==> src/rtl/mem_stage_pkg.sv <==
// Shared encodings for the memory-access stage: funct3 access codes,
// FSM states and byte-lane mask constants.
package mem_stage_pkg;

  localparam logic [2:0] F3_LB  = 3'd0;
  localparam logic [2:0] F3_LH  = 3'd1;
  localparam logic [2:0] F3_LW  = 3'd2;
  localparam logic [2:0] F3_LD  = 3'd3;
  localparam logic [2:0] F3_LBU = 3'd4;
  localparam logic [2:0] F3_LHU = 3'd5;
  localparam logic [2:0] F3_LWU = 3'd6;

  localparam logic [2:0] F3_SB = 3'd0;
  localparam logic [2:0] F3_SH = 3'd1;
  localparam logic [2:0] F3_SW = 3'd2;
  localparam logic [2:0] F3_SD = 3'd3;

  localparam logic [7:0] MASK_B = 8'h01;
  localparam logic [7:0] MASK_H = 8'h03;
  localparam logic [7:0] MASK_W = 8'h0F;
  localparam logic [7:0] MASK_D = 8'hFF;

  typedef enum logic [1:0] {
    ST_IDLE = 2'd0,
    ST_REQ  = 2'd1,
    ST_WAIT = 2'd2
  } state_e;

  // funct3[1:0] is the log2 access size for both loads and stores
  function automatic logic [7:0] size_mask(input logic [1:0] size);
    logic [7:0] m;
    case (size)
      2'd0:    m = MASK_B;
      2'd1:    m = MASK_H;
      2'd2:    m = MASK_W;
      default: m = MASK_D;
    endcase
    return m;
  endfunction

endpackage

==> src/rtl/mem_lane_fmt.sv <==
// Combinational lane formatting: store shift/mask, load extract/extend,
// and misalignment/illegal-encoding detection.
module mem_lane_fmt
  import mem_stage_pkg::*;
(
  input  logic        load_i,
  input  logic        store_i,
  input  logic [2:0]  funct3_i,
  input  logic [2:0]  off_i,
  input  logic [63:0] sdata_i,
  input  logic [63:0] rdata_i,
  output logic [63:0] wdata_o,
  output logic [7:0]  wmask_o,
  output logic [63:0] ldata_o,
  output logic        fault_o
);

  logic [1:0]  size;
  logic [5:0]  shamt;
  logic [63:0] field_w;
  logic        illegal;
  logic        misal;

  always_comb begin
    size    = funct3_i[1:0];
    shamt   = {off_i, 3'b000};
    illegal = (load_i && store_i) ||
              (load_i && funct3_i == 3'd7) ||
              (store_i && funct3_i[2]);
    case (size)
      2'd0:    misal = 1'b0;
      2'd1:    misal = off_i[0];
      2'd2:    misal = |off_i[1:0];
      default: misal = |off_i;
    endcase
    fault_o = (load_i || store_i) && (illegal || misal);

    wdata_o = sdata_i << shamt;
    wmask_o = store_i ? (size_mask(size) << off_i) : 8'h00;

    field_w = rdata_i >> shamt;
    case (funct3_i)
      F3_LB:   ldata_o = {{56{field_w[7]}},  field_w[7:0]};
      F3_LH:   ldata_o = {{48{field_w[15]}}, field_w[15:0]};
      F3_LW:   ldata_o = {{32{field_w[31]}}, field_w[31:0]};
      F3_LBU:  ldata_o = {56'd0, field_w[7:0]};
      F3_LHU:  ldata_o = {48'd0, field_w[15:0]};
      F3_LWU:  ldata_o = {32'd0, field_w[31:0]};
      default: ldata_o = field_w;
    endcase
  end

endmodule

==> src/rtl/mem_stage.sv <==
// Memory-access pipeline stage: request/response handshake to a 64-bit data
// memory, upstream stall while busy, and the registered MEM/WB boundary.
module mem_stage
  import mem_stage_pkg::*;
#(
  parameter int unsigned ADDR_W = 64,
  parameter int unsigned XLEN   = 64
) (
  input  logic              clock,
  input  logic              reset,
  input  logic              valid_i,
  input  logic              load_i,
  input  logic              store_i,
  input  logic [2:0]        funct3_i,
  input  logic [XLEN-1:0]   sdata_i,
  input  logic [XLEN-1:0]   aluout_i,
  input  logic              wen_i,
  input  logic [4:0]        rd_i,
  input  logic [XLEN-1:0]   pc_i,
  input  logic              exit_i,
  output logic              mem_req_valid_o,
  input  logic              mem_req_ready_i,
  output logic [ADDR_W-1:0] mem_req_addr_o,
  output logic              mem_req_wen_o,
  output logic [XLEN-1:0]   mem_req_wdata_o,
  output logic [7:0]        mem_req_wmask_o,
  input  logic              mem_resp_valid_i,
  input  logic [XLEN-1:0]   mem_resp_rdata_i,
  output logic              mem_not_ready_o,
  output logic              wb_valid_o,
  output logic              wb_wen_o,
  output logic [4:0]        wb_rd_o,
  output logic [XLEN-1:0]   wb_data_o,
  output logic [XLEN-1:0]   wb_pc_o,
  output logic              wb_exit_o,
  output logic              fault_o
);

  state_e            state_q, state_d;
  logic              wb_valid_q, wb_valid_d;
  logic              wb_wen_q, wb_wen_d;
  logic [4:0]        wb_rd_q, wb_rd_d;
  logic [XLEN-1:0]   wb_data_q, wb_data_d;
  logic [XLEN-1:0]   wb_pc_q, wb_pc_d;
  logic              wb_exit_q, wb_exit_d;
  logic              fault_q, fault_d;

  logic              is_mem;
  logic              lane_fault;
  logic [XLEN-1:0]   load_data;
  logic [XLEN-1:0]   aligned_addr;

  mem_lane_fmt u_fmt (
    .load_i   (load_i),
    .store_i  (store_i),
    .funct3_i (funct3_i),
    .off_i    (aluout_i[2:0]),
    .sdata_i  (sdata_i),
    .rdata_i  (mem_resp_rdata_i),
    .wdata_o  (mem_req_wdata_o),
    .wmask_o  (mem_req_wmask_o),
    .ldata_o  (load_data),
    .fault_o  (lane_fault)
  );

  // Payload is a pure function of the held EX inputs, so it stays stable in REQ
  assign is_mem         = load_i || store_i;
  assign aligned_addr   = {aluout_i[XLEN-1:3], 3'b000};
  assign mem_req_addr_o = aligned_addr[ADDR_W-1:0];
  assign mem_req_wen_o  = store_i;

  always_comb begin
    state_d         = state_q;
    wb_valid_d      = 1'b0;
    fault_d         = 1'b0;
    wb_wen_d        = wb_wen_q;
    wb_rd_d         = wb_rd_q;
    wb_data_d       = wb_data_q;
    wb_pc_d         = wb_pc_q;
    wb_exit_d       = wb_exit_q;
    mem_req_valid_o = 1'b0;
    mem_not_ready_o = 1'b0;

    case (state_q)
      ST_IDLE: begin
        if (valid_i) begin
          if (!is_mem || lane_fault) begin
            wb_valid_d = 1'b1;
            fault_d    = is_mem;
            wb_wen_d   = is_mem ? 1'b0 : wen_i;
            wb_rd_d    = rd_i;
            wb_data_d  = is_mem ? '0 : aluout_i;
            wb_pc_d    = pc_i;
            wb_exit_d  = exit_i;
          end else begin
            state_d         = ST_REQ;
            mem_not_ready_o = 1'b1;
          end
        end
      end
      ST_REQ: begin
        mem_req_valid_o = 1'b1;
        mem_not_ready_o = 1'b1;
        if (mem_req_ready_i) begin
          state_d = ST_WAIT;
        end
      end
      ST_WAIT: begin
        if (mem_resp_valid_i) begin
          state_d    = ST_IDLE;
          wb_valid_d = 1'b1;
          wb_wen_d   = load_i && wen_i;
          wb_rd_d    = rd_i;
          wb_data_d  = load_i ? load_data : '0;
          wb_pc_d    = pc_i;
          wb_exit_d  = exit_i;
        end else begin
          mem_not_ready_o = 1'b1;
        end
      end
      default: state_d = ST_IDLE;
    endcase
  end

  always_ff @(posedge clock) begin
    if (!reset) begin
      state_q    <= ST_IDLE;
      wb_valid_q <= 1'b0;
      wb_wen_q   <= 1'b0;
      wb_rd_q    <= '0;
      wb_data_q  <= '0;
      wb_pc_q    <= '0;
      wb_exit_q  <= 1'b0;
      fault_q    <= 1'b0;
    end else begin
      state_q    <= state_d;
      wb_valid_q <= wb_valid_d;
      wb_wen_q   <= wb_wen_d;
      wb_rd_q    <= wb_rd_d;
      wb_data_q  <= wb_data_d;
      wb_pc_q    <= wb_pc_d;
      wb_exit_q  <= wb_exit_d;
      fault_q    <= fault_d;
    end
  end

  assign wb_valid_o = wb_valid_q;
  assign wb_wen_o   = wb_wen_q;
  assign wb_rd_o    = wb_rd_q;
  assign wb_data_o  = wb_data_q;
  assign wb_pc_o    = wb_pc_q;
  assign wb_exit_o  = wb_exit_q;
  assign fault_o    = fault_q;

endmodule

==> config.mk <==
export PLATFORM = sky130hd
export DESIGN_NAME = mem_stage
export DESIGN_NICKNAME = d
export VERILOG_FILES = /design/src/rtl/mem_stage_pkg.sv /design/src/rtl/mem_lane_fmt.sv /design/src/rtl/mem_stage.sv
export SDC_FILE = /design/constraint.sdc
export NUM_CORES = 1
export LEC_CHECK = 0
export ABC_AREA = 1
export BUFFER_PORTS_ARGS = -buffer_cell sky130_fd_sc_hd__buf_2
export CORE_AREA = 2 2 215 217
export CTS_CLUSTER_SIZE = 24
export DETAILED_ROUTE_END_ITERATION = 10
export DIE_AREA = 0 0 217 219
export GPL_ROUTABILITY_DRIVEN = 0
export SETUP_SLACK_MARGIN = 0.4
export SYNTH_ARGS = -nofsm -noshare
export SYNTH_HDL_FRONTEND = slang
export SYNTH_SLANG_ARGS = --single-unit
==> constraint.sdc <==
create_clock -name clock -period 3.5 [get_ports clock]
set_input_delay 0.35 -clock clock [delete_from_list [all_inputs] [get_ports clock]]
set_output_delay 0.35 -clock clock [all_outputs]
set_load 0.1 [all_outputs]
# [After elaboration in Yosys (flattened, before gate mapping)]
# Index checks and enable logic that the tools add are counted.
[word_totals] register_bits=139 latchBits=0 mem_bits_rw=0 mem_bits_ro=0 in_bits=273 output_inout_bits=276 elab_cells=87 memories=0
[op_classes] addsub=0 mul=0 n_div=0 n_lt_le_gt_ge=0 eq_ne=15 shifts=3 muxes=41 n_bitwise=0 n_reduce_logical=20
[ops] cell="$mux 64" count=8
[ops] cell="$pmux 64 s6" count=1
[ops] cell="$pmux 64 s2" count=2
[ops] cell="$shl 64x6->64" count=1
[ops] cell="$shr 64x6->64" count=1
[ops] cell="$pmux 8 s3" count=1
[ops] cell="$mux 5" count=3
[ops] cell="$mux 1" count=14
[ops] cell="$eq 3x3->1 const B" count=4
[ops] cell="$reduce_and 4->1" count=3
[ops] cell="$ne 2x2->1 const B" count=5
[ops] cell="$pmux 5 s2" count=1
[ops] cell="$mux 2" count=4
[ops] cell="$mux 8" count=1
[ops] cell="$shl 8x3->8" count=1
[ops] cell="$pmux 1 s2" count=3
[ops] cell="$pmux 1 s3" count=2
[ops] cell="$pmux 2 s3" count=1
[ops] cell="$logic_and 1x1->1" count=5
[ops] cell="$logic_or 1x1->1" count=5
[ops] cell="$eq 2x1->1 const B" count=2
[ops] cell="$eq 2x2->1 const B" count=2
[ops] cell="$logic_not 2->1" count=2
[ops] cell="$eq 3x1->1 const B" count=1
[ops] cell="other kinds (6)" count=6

# [Logic depth before layout (Yosys ltp)]
[depth] word_depth=10 ltp_mapped=14 mapped_depth_nobuf=11

# [Modules after synthesis]
# Synthesis repeated with hierarchy kept, for this count alone.
[hier_totals] hier_cells=2070 hier_area_um2=11852.6
[modules_own_cells] mod="mem_stage" n_inst=1 cells_per_inst=1203 area_each_um2=7656.1 seq_area_each_um2=2782.7
[modules_own_cells] mod="mem_lane_fmt" n_inst=1 cells_per_inst=867 area_each_um2=4196.5 seq_area_each_um2=0.0

# [Worst setup path before layout]
# Ideal clock, no wire load.
[synth_path] path_kind="input-to-output" start="input port aluout_i[1]" end="output port mem_req_wdata_o[50]" arrival_ns=3.498 required_time_ns=3.150 slack_ns=-0.348 stages=8 path_buffers=5 path_cell_list="buf_4 -> inv_1 -> buf_2 -> buf_2 -> buf_2 -> buf_2 -> o21ai_0 -> o21ai_0"
[synth_between] elab_chain_cells=1
[synth_rtl] element="start, declared" line="mem_stage.sv:16" rtl="input logic [XLEN-1:0] aluout_i,"
[synth_rtl] element="$shl 64x6->64" line="mem_lane_fmt.sv:38" rtl="wdata_o = sdata_i << shamt;"
[synth_rtl] element="end, declared" line="mem_stage.sv:25" rtl="output logic [XLEN-1:0] mem_req_wdata_o,"
# Every way passes these cells.

# [Worst setup path in the final report]
[layout_path] start="input port aluout_i[0]" end="output port mem_req_wdata_o[32]"
# Same word-level chain as after synthesis.

==> metrics.log <==
[metrics] post-cts hold buffer count: 0
[metrics] setup repair after global routing missed its margin: false
[metrics] Layout Cells excl Fill: 2721
[metrics] post_cts resized: 0
[metrics] final critical path time including I/O delays and setup: between 2 and 3 ns
[metrics] Worst Tran Pin Value: about 0.95 ns
[metrics] worst supply voltage drop on vdd: 0.000347 V
[metrics] insertion delay to the later sink of the worst-skew pair: 0.44 ns
[metrics] cell area power density: around 560 nW/um^2
[metrics] area delta synth->final: 39.1%
[metrics] number of enable-type register cells in the synthesized netlist: 0
[metrics] switching power share of the total: 54.5%
[metrics] residual antenna-violating net count after detailed routing: 0
[metrics] WS Path Type: input pin to primary output
[metrics] critical path arrival: 2.49 ns
[metrics] post-placement cell count: 2676
[metrics] instance area after placement: between 10000 and 15000 um^2
[metrics] Worst Setup Start Kind: input pin
[metrics] number of synthesized register bits: about 140
[metrics] Reg power frac: 24.4%
[metrics] pin count of the biggest net entering global routing: 87
[metrics] register clock-pin slew on the reported worst setup and hold paths: approximately 0.06 ns
[metrics] Cell Int Power: between 3 and 4 mW
[metrics] detail-routed via count per cell: 4.75
[metrics] top routing layer used: met5
[metrics] number of instances on the worst hold path: 3
[metrics] sequential element share of the synthesized area: 27.8%
[metrics] fin area: ~14000 um^2
[metrics] proportion of power drawn by combinational gates: 53.1%
[metrics] drt wl/cell: 19.2 um
[metrics] Core Region: 45100 um^2
[metrics] count of synthesis-stage warnings from yosys: 0
[metrics] R2R Path End: wb_wen_o
[metrics] kind of capture point of the worst setup path: primary output
[metrics] GRT overflow: 0
[metrics] Data required, critical path: 3.15 ns
[metrics] fraction of layout cells with a size suffix above 1: 29.6%
[metrics] number of max-slew violations in the final report: 0
[metrics] async set-or-reset flop fraction in the synthesized netlist: 0%
[metrics] die span in y: 219 um
[metrics] starting density of the core: between 20 and 25%
[metrics] highest cell delay on the worst timing path: between 0.5 and 0.6 ns
[metrics] Synth area leaders: sky130_fd_sc_hd__dfxtp_1 28%, sky130_fd_sc_hd__nand2_1 18%, sky130_fd_sc_hd__o21ai_0 11%, sky130_fd_sc_hd__nor2_1 7.9%, sky130_fd_sc_hd__a21oi_1 7.2%
[metrics] length of routed met2 wiring: about 26 mm
[metrics] PortBufs: 545
[metrics] 1st-pass router iterations: 6
[metrics] cell area after technology mapping: roughly 10000 um^2
[metrics] Clk pwr share: 22.5%
[metrics] tightest slew margin relative to the limit: between 30% and 40%
[metrics] wire length of the first global-routing pass: 74.5 mm
[metrics] FP Rows: 78
[metrics] final setup fails: 0
[metrics] final wirelength: 52.3 mm
[metrics] distinct cell type count after synthesis: 32
[metrics] dominant synthesized flop cell: sky130_fd_sc_hd__dfxtp_1
[metrics] origin of the critical flop-to-flop path: state_q[0]
[metrics] via total after detailed routing: 12900
[metrics] Tcrit/Tclk final: 81.1%
[metrics] total routing usage reported by global routing: 21.1%
[metrics] TritonCTS clock tree: done
[metrics] run status: completed
[metrics] iteration-0 DRC count of the detailed router: 1064
[metrics] largest driver fanout on the critical path: 20
[metrics] HP Start: pc_i[17]
[metrics] Hold Path Sink: wb_pc_o[17]
[metrics] overall power consumption: between 7 and 8 mW
[metrics] cell count after synthesis: 1697
[metrics] number of nets in the final layout: between 2000 and 2500
[metrics] H-tree level count: 4
[metrics] Die Outline Area: 47500 um^2
[metrics] DRC violations left: 0
[metrics] via count of the first global-routing pass: 12000
[metrics] Yosys top cell by area: sky130_fd_sc_hd__dfxtp_1
[metrics] worst min-delay path class: input pin to register
[metrics] die extent in x: about 220 um
[metrics] hold slack: 0.164 ns
[metrics] routed wl met3: 4.67 mm
[metrics] setup skew after layout: 0.0112 ns
[metrics] post-detailed-placement half-perimeter wirelength: 41.8 mm
[metrics] number of cells traversed by the worst register-to-register path: 10
[metrics] cts bufs inserted: 17
[metrics] Max-Cap Viols: 0
[metrics] clock root buffer master: sky130_fd_sc_hd__clkbuf_16
[metrics] worst path buffer plus inverter count: 2
[metrics] Pleak: between 7 and 8 nW
[metrics] Post-Route M1 WL: about 20 mm
[metrics] per-instance average area after synthesis: 5.89 um^2
[metrics] # clock sinks: 139
[metrics] ports placed on the boundary: 549
[metrics] Bufs on Longest Clock Path: 2
[metrics] Hold Violations, Final: 0
[metrics] maximum clock frequency: ~0.35 GHz
[metrics] initial antenna violation count: 28
[metrics] fraction of synthesized cell area taken by the top area cell type: 27.8%
[metrics] cell chain of the critical path: buf_4, nor2_4, nand2_1, o21ai_0, buf_2
[metrics] postcts setup bufs: 0
[metrics] family with the most delay on the worst path: simple AND/OR/NAND/NOR gates
[metrics] slowest cell on the critical path: sky130_fd_sc_hd__buf_2
[metrics] slack of the worst reg-to-reg path: 0.87 ns
[metrics] net switching power figure: 4.21 mW
## synthesized netlist by cell type, types with 8 or more instances
master,count
sky130_fd_sc_hd__o22ai_1,8
sky130_fd_sc_hd__mux2i_1,22
sky130_fd_sc_hd__nand3_1,119
sky130_fd_sc_hd__o21ai_0,218
sky130_fd_sc_hd__a21oi_1,144
sky130_fd_sc_hd__inv_1,114
sky130_fd_sc_hd__dfxtp_1,139
sky130_fd_sc_hd__buf_2,46
sky130_fd_sc_hd__clkbuf_1,60
sky130_fd_sc_hd__buf_4,71
sky130_fd_sc_hd__nor2_1,211
sky130_fd_sc_hd__nand2_1,467
sky130_fd_sc_hd__o211ai_1,23
sky130_fd_sc_hd__buf_6,12
## flip-flops by register name (all words and copies together) (netlist names)
signal      cells
wb_valid_o      1
wb_pc_o        64
state_q         2
wb_rd_o         5
wb_wen_o        1
wb_data_o      64
wb_exit_o       1
fault_o         1
## power by group through the flow
stage,logic (mW),clock network [mW],registers (mW)
after CTS,4.11,1.81,1.89
after detailed placement,4.10,0,1.92
after global routing,4.30,1.87,1.91
final,4.10,1.74,1.89
after global placement,4.09,0,1.92
after floorplan,1.76,0,3.33
## layer usage
metal	global-route usage [%]	vias to the layer above
met4	8.26	20
met3	5.96	104
met5	0	-
met1	23.2	5881
met2	38.2	695
li1	-	6234
## worst register-to-register path: cells and delay by family (launching register included)
kind	cells	cell delay, ns
flops	1	0.36
compound gates	2	0.28
simple gates	5	1.08
buf+inv	3	0.84
## placed cells by master (no fill, tap or decap), types with 24 or more instances in the layout
cell,count
sky130_fd_sc_hd__nor2_1,210
sky130_fd_sc_hd__nand2_1,467
sky130_fd_sc_hd__buf_2,497
sky130_fd_sc_hd__inv_1,112
sky130_fd_sc_hd__buf_12,50
sky130_fd_sc_hd__buf_4,27
sky130_fd_sc_hd__nand3_1,119
sky130_fd_sc_hd__o21ai_0,196
sky130_fd_sc_hd__a21oi_1,144
sky130_fd_sc_hd__dfxtp_1,139
sky130_fd_sc_hd__o21ai_1,24
## final cells by class
class / instances / area [um^2]
diodes: 13 / 32.5
inverters: 119 / 448
repair buffers: 574 / 3690
flip-flops and latches: 139 / 2780
multi-input cells: 1244 / 5640
well taps: 600 / 751
fillers: 5065 / 31200
clock buffers: 17 / 425
clock inverters: 15 / 135
## through the flow
stage | setup slack [ns] | TNS, ns | utilization (%)
global placement | 0.626 | 0 | 29.5
floorplan | -0.180 | -1.08 | -
finish | 0.662 | 0 | 30.8
detailed placement | 0.597 | 0 | 29.5
global route | 0.436 | 0 | 30.8
CTS | 0.653 | 0 | 30.8
## worst max path at each step
stage | start | to | slack (ns) | cells after the start
5_1_grt | aluout_i[0] | mem_req_wdata_o[45] | 0.44 | 8
6_report | aluout_i[0] | mem_req_wdata_o[32] | 0.66 | 5
3_3_place_gp | aluout_i[0] | wb_data_o[6] | 0.63 | 10
4_1_cts | aluout_i[0] | mem_not_ready_o | 0.65 | 9
2_1_floorplan | aluout_i[2] | mem_req_wdata_o[32] | -0.18 | 5
3_5_place_dp | aluout_i[0] | wb_data_o[0] | 0.60 | 10
## cells by family after synthesis
| logic type | Yosys count | share of synthesized area, % |
|---|---|---|
| flops | 139 | 27.8 |
| simple gates | 809 | 32.2 |
| mux | 22 | 2.20 |
| buf+inv | 316 | 16.1 |
| compound gates | 410 | 21.6 |
| other cells | 1 | 0.0375 |
No activity file was read; power rests on OpenSTA's default activity.
